[src/rtl/regbank_wr_arbiter.sv]
// rtl/regbank_wr_arbiter.sv - round-robin arbiter sharing the RegisterBank write port between ALU and load writeback
// One-entry output stage feeds the bank; hazard outputs expose the staged, not-yet-committed write to decode.

module regbank_wr_arbiter #(
    parameter int DATA_W = 32,
    parameter int ADDR_W = 4,
    parameter int CNT_W  = 16
) (
    input  logic              clk,
    input  logic              rst,
    input  logic              req0_valid,
    output logic              req0_ready,
    input  logic [ADDR_W-1:0] req0_dest,
    input  logic [DATA_W-1:0] req0_data,
    input  logic              req1_valid,
    output logic              req1_ready,
    input  logic [ADDR_W-1:0] req1_dest,
    input  logic [DATA_W-1:0] req1_data,
    input  logic              hold,
    output logic              wr_en,
    output logic [ADDR_W-1:0] dest,
    output logic [DATA_W-1:0] Din,
    input  logic [ADDR_W-1:0] srcadd1,
    input  logic [ADDR_W-1:0] srcadd2,
    output logic              hazard1,
    output logic              hazard2,
    output logic [DATA_W-1:0] fwd_data,
    output logic [CNT_W-1:0]  conflict_cnt
);

    logic              s_valid;
    logic [ADDR_W-1:0] s_dest;
    logic [DATA_W-1:0] s_data;
    logic              rr_ptr;

    logic can_load;
    logic grant0;
    logic grant1;
    logic both_valid;

    assign both_valid = req0_valid & req1_valid;
    assign grant0     = req0_valid & (~req1_valid | ~rr_ptr);
    assign grant1     = req1_valid & (~req0_valid |  rr_ptr);

    // The stage can take a new entry when empty or when it drains this cycle.
    assign can_load   = ~s_valid | ~hold;

    // Ready is gated by rst because the valids are not reset-qualified upstream.
    assign req0_ready = ~rst & can_load & grant0;
    assign req1_ready = ~rst & can_load & grant1;

    assign wr_en    = s_valid & ~hold;
    assign dest     = s_dest;
    assign Din      = s_data;
    assign fwd_data = s_data;
    assign hazard1  = s_valid & (s_dest == srcadd1);
    assign hazard2  = s_valid & (s_dest == srcadd2);

    always_ff @(posedge clk or posedge rst) begin
        if (rst) begin
            s_valid <= 1'b0;
            s_dest  <= '0;
            s_data  <= '0;
            rr_ptr  <= 1'b0;
        end else if (req0_ready) begin
            s_valid <= 1'b1;
            s_dest  <= req0_dest;
            s_data  <= req0_data;
            rr_ptr  <= 1'b1;
        end else if (req1_ready) begin
            s_valid <= 1'b1;
            s_dest  <= req1_dest;
            s_data  <= req1_data;
            rr_ptr  <= 1'b0;
        end else if (wr_en) begin
            s_valid <= 1'b0;
        end
    end

    // Counts contention cycles regardless of hold; sticks at all-ones.
    always_ff @(posedge clk or posedge rst) begin
        if (rst) begin
            conflict_cnt <= '0;
        end else if (both_valid && (conflict_cnt != {CNT_W{1'b1}})) begin
            conflict_cnt <= conflict_cnt + CNT_W'(1);
        end
    end

endmodule

[config.mk]
export PLATFORM = sky130hd
export DESIGN_NAME = regbank_wr_arbiter
export DESIGN_NICKNAME = d
export VERILOG_FILES = /design/src/rtl/regbank_wr_arbiter.sv
export SDC_FILE = /design/constraint.sdc
export NUM_CORES = 1
export LEC_CHECK = 0
export BUFFER_PORTS_ARGS = -buffer_cell sky130_fd_sc_hd__buf_2
export CAP_MARGIN = 20
export CORE_MARGIN = 2
export CORE_UTILIZATION = 47
export CTS_CLUSTER_SIZE = 12
export DETAILED_ROUTE_END_ITERATION = 6
export GPL_ROUTABILITY_DRIVEN = 0
export PLACE_DENSITY = 0.86
export SYNTH_ARGS = -nofsm -noshare
export SYNTH_HDL_FRONTEND = slang
export SYNTH_SLANG_ARGS = --single-unit
[constraint.sdc]
create_clock -name clk -period 3.5 [get_ports clk]
set_clock_uncertainty 0.1 [all_clocks]
set_input_delay 0.7 -clock clk [delete_from_list [all_inputs] [get_ports clk]]
set_output_delay 0.7 -clock clk [all_outputs]
set_load 0.01 [all_outputs]
==> reports/results.tsv <==
stage	metric	value	unit
synthesis	netlist_area	2890	sq um
clock_network	cts-buffers-inserted	5	
synthesis	ys.flop_type	dfrtp_1	
synthesis	synth_edf_count	0	
routing	drtAntennaViolNets	0	
global_routing	grt_pass1_vias	2220	
synthesis	synthArstFlopShare	1.00	
clock_network	cts_max_level	2	
die	core_area	5920	sq um
synthesis	synthCells	287	
synthesis	synth_area_leader_cell	dfrtp_1	
power_and_ir_drop	p_leak	2.12	nW
synthesis	yosys.area_share.simple	0.136	
sta	setup_viol	0	
setup_path	crit_arrival	1.48	ns
cells_and_area	area_growth	27.5	%
routing	wire_per_inst	14.1	microns
setup_path	required	2.70	ns
placed_design	portBuffers	173	
global_routing	grt_pass1_wl	10300	microns
cells_and_area	fin_util	0.621	
synthesis	synth_mux_area_frac	0.132	
setup_path	critPathKind	in -> out	
clock_network	cts_resized	0	
clock_network	cts_tree	done	
synthesis	ys_types	31	
routing	via_per_inst	5.16	
routing	firstDrtPassIters	5	
synthesis	synth-adder-area-share	0.00434	
die	start_util	0.487	
sta	setup_tns	0	ns
cells_and_area	n_fill_cell	519	
run	cap_viol_max_count	0	
cells_and_area	nets	511	
synthesis	synth_area_per_cell	10.1	sq um
die	io_pins	174	
min_path	hold_class	in -> async	
synthesis	synth_compound_area_frac	0.0833	
sta	min_period	2.28	ns
sta	rsz0062_at_grt	no	
die	rows	28	
setup_path	worstSetupStartpointType	input pin	
setup_path	end_kind	primary output	
clock_network	path_clk_slew	0.09	ns
placed_design	dpl.hpwl	5440	microns
run_status	status	completed	
setup_path	crit_fanout	1	
power_and_ir_drop	irDropWorstVdd	296	uV
clock_network	cts_hold_buf	0	
synthesis	synthTopCellsByCount	54 x dfrtp_1, 40 x nor2_1, 38 x a21oi_1	
sta	worst_pin_slew	0.691	ns
power_and_ir_drop	p_per_area	593	nW/um^2
routing	finalWirelength	7060	microns
routing	first_iter_violations	111	
synthesis	synth_xor_area_frac	0.0637	
sta	timing.final.hold_violations	0	
synthesis	synth_nets	373	
synthesis	synth_top_area_frac	0.468	
clock_network	clk_path_buf_depth	2	
synthesis	synth_area_leaders	dfrtp_1 47%, mux2i_1 13%, buf_4 8.8%	
sta	fmax	439	MHz
cells_and_area	diodes	0	
clock_network	cts_num_sinks	54	
synthesis	yosysSeqAreaShare	0.468	
routing	drc_errors	0	
routing	vias	2586	
sta	final.period_utilization	0.651	
cells_and_area	drive_gt1_frac	0.451	
clock_network	clk_latency	0.29	ns
global_routing	grtUsageTotal	0.198	
die	dieWidth	82.4	microns
die	die_height	82.4	microns
die	dieArea	6780	sq um
sta	maxSlewHeadroom	0.539	
global_routing	grt_max_degree	75	
global_routing	grt_antenna_before_repair	0	
cells_and_area	regArea	1350	sq um
sta	slew_viol_final	0	
cells_and_area	multi_input_area	1220	sq um
clock_network	clockRootBuffer	clkbuf_8	
clock_network	cts_setup_buffers	0	
synthesis	synth_top_family_by_area	simple AND/OR/NAND/NOR gates	
synthesis	yosysMostFrequentCell	dfrtp_1	
synthesis	yosysWarnings	0	
global_routing	grt_overflow	0	
synthesis	ys_seq_elements	54	
kinds of logic after synthesis:
logic type               Yosys count
AND/OR/NAND/NOR                   79
flip-flops                        54
buffers and inverters             50
AO/OA/AOI/OAI                     44
multiplexers                      38
XOR/XNOR                          21
adder cells (fa/ha/maj)            1
layer usage:
metal / routed length [microns] / global-route usage / vias up
met5: 0 / 0 / -
met4: 136 / 0.0600 / 0
met3: 510 / 0.0380 / 15
met2: 3670 / 0.361 / 120
met1: 2730 / 0.235 / 1229
li1: - / - / 1222
placed cells by master, fill, tap and decap left out, types with 2 or more instances in the layout:
master	instances
nor3_1	3
nor4_1	3
a211oi_1	2
nand4_1	5
dfrtp_1	54
buf_2	173
buf_4	2
mux2i_1	37
a21oi_1	38
inv_1	4
o21ai_0	2
nor2_1	40
nand2_1	13
nand3_1	2
and3_1	3
clkbuf_8	6
xor2_1	17
xnor2_1	4
nand4_2	2
nand3_2	2
state kept, by name (all words and copies together) (netlist names):
| name | flops |
|---|---|
| conflict_cnt | 16 |
| Din | 32 |
| rr_ptr | 1 |
| dest | 4 |
| s_valid | 1 |
final cells by class:
type                            count  share of cell area
Clock buffer                        7              0.0235
Sequential cell                    54               0.367
Multi-Input combinational cell    183               0.332
Tap cell                           75              0.0255
Inverter                            5             0.00510
Clock inverter                      1             0.00136
Timing Repair Buffer              176               0.245
where the power goes:
group,internal (mW),total (mW),switching [mW]
registers,0.802,0.986,0.184
logic,0.400,0.853,0.453
clock network,0.160,0.343,0.183
total,1.36,2.18,0.820
through the flow:
stage	instances	hold slack, ns	total power, mW	instance area [sq um]	setup slack [ns]
2_1_floorplan	287	0.361	1.59	2890	1.25
3_5_place_dp	492	0.381	1.86	3570	1.22
3_3_place_gp	492	0.372	1.82	3570	1.19
4_1_cts	500	0.404	2.21	3660	1.22
6_report	501	0.370	2.18	3680	1.22
5_1_grt	501	0.395	2.35	3680	1.19
critical path: stages:
cell	delay (ns)
buf_2	0.10
xor2_1	0.15
nor4_1	0.33
buf_2	0.19
worst paths after layout:
path	cells after the start	startpoint	end	slack [ns]
max	4	srcadd1[3]	hazard1	1.22
min	2	rst	Din[25]	0.37
max reg2reg	5	conflict_cnt[0]	conflict_cnt[1]	1.59
min reg2reg	2	rr_ptr	rr_ptr	0.40
max in group asynchronous	3	rst	Din[13]	2.39
min in group clk	2	rr_ptr	rr_ptr	0.40
Note: power is estimated with default switching activity, not from simulation.
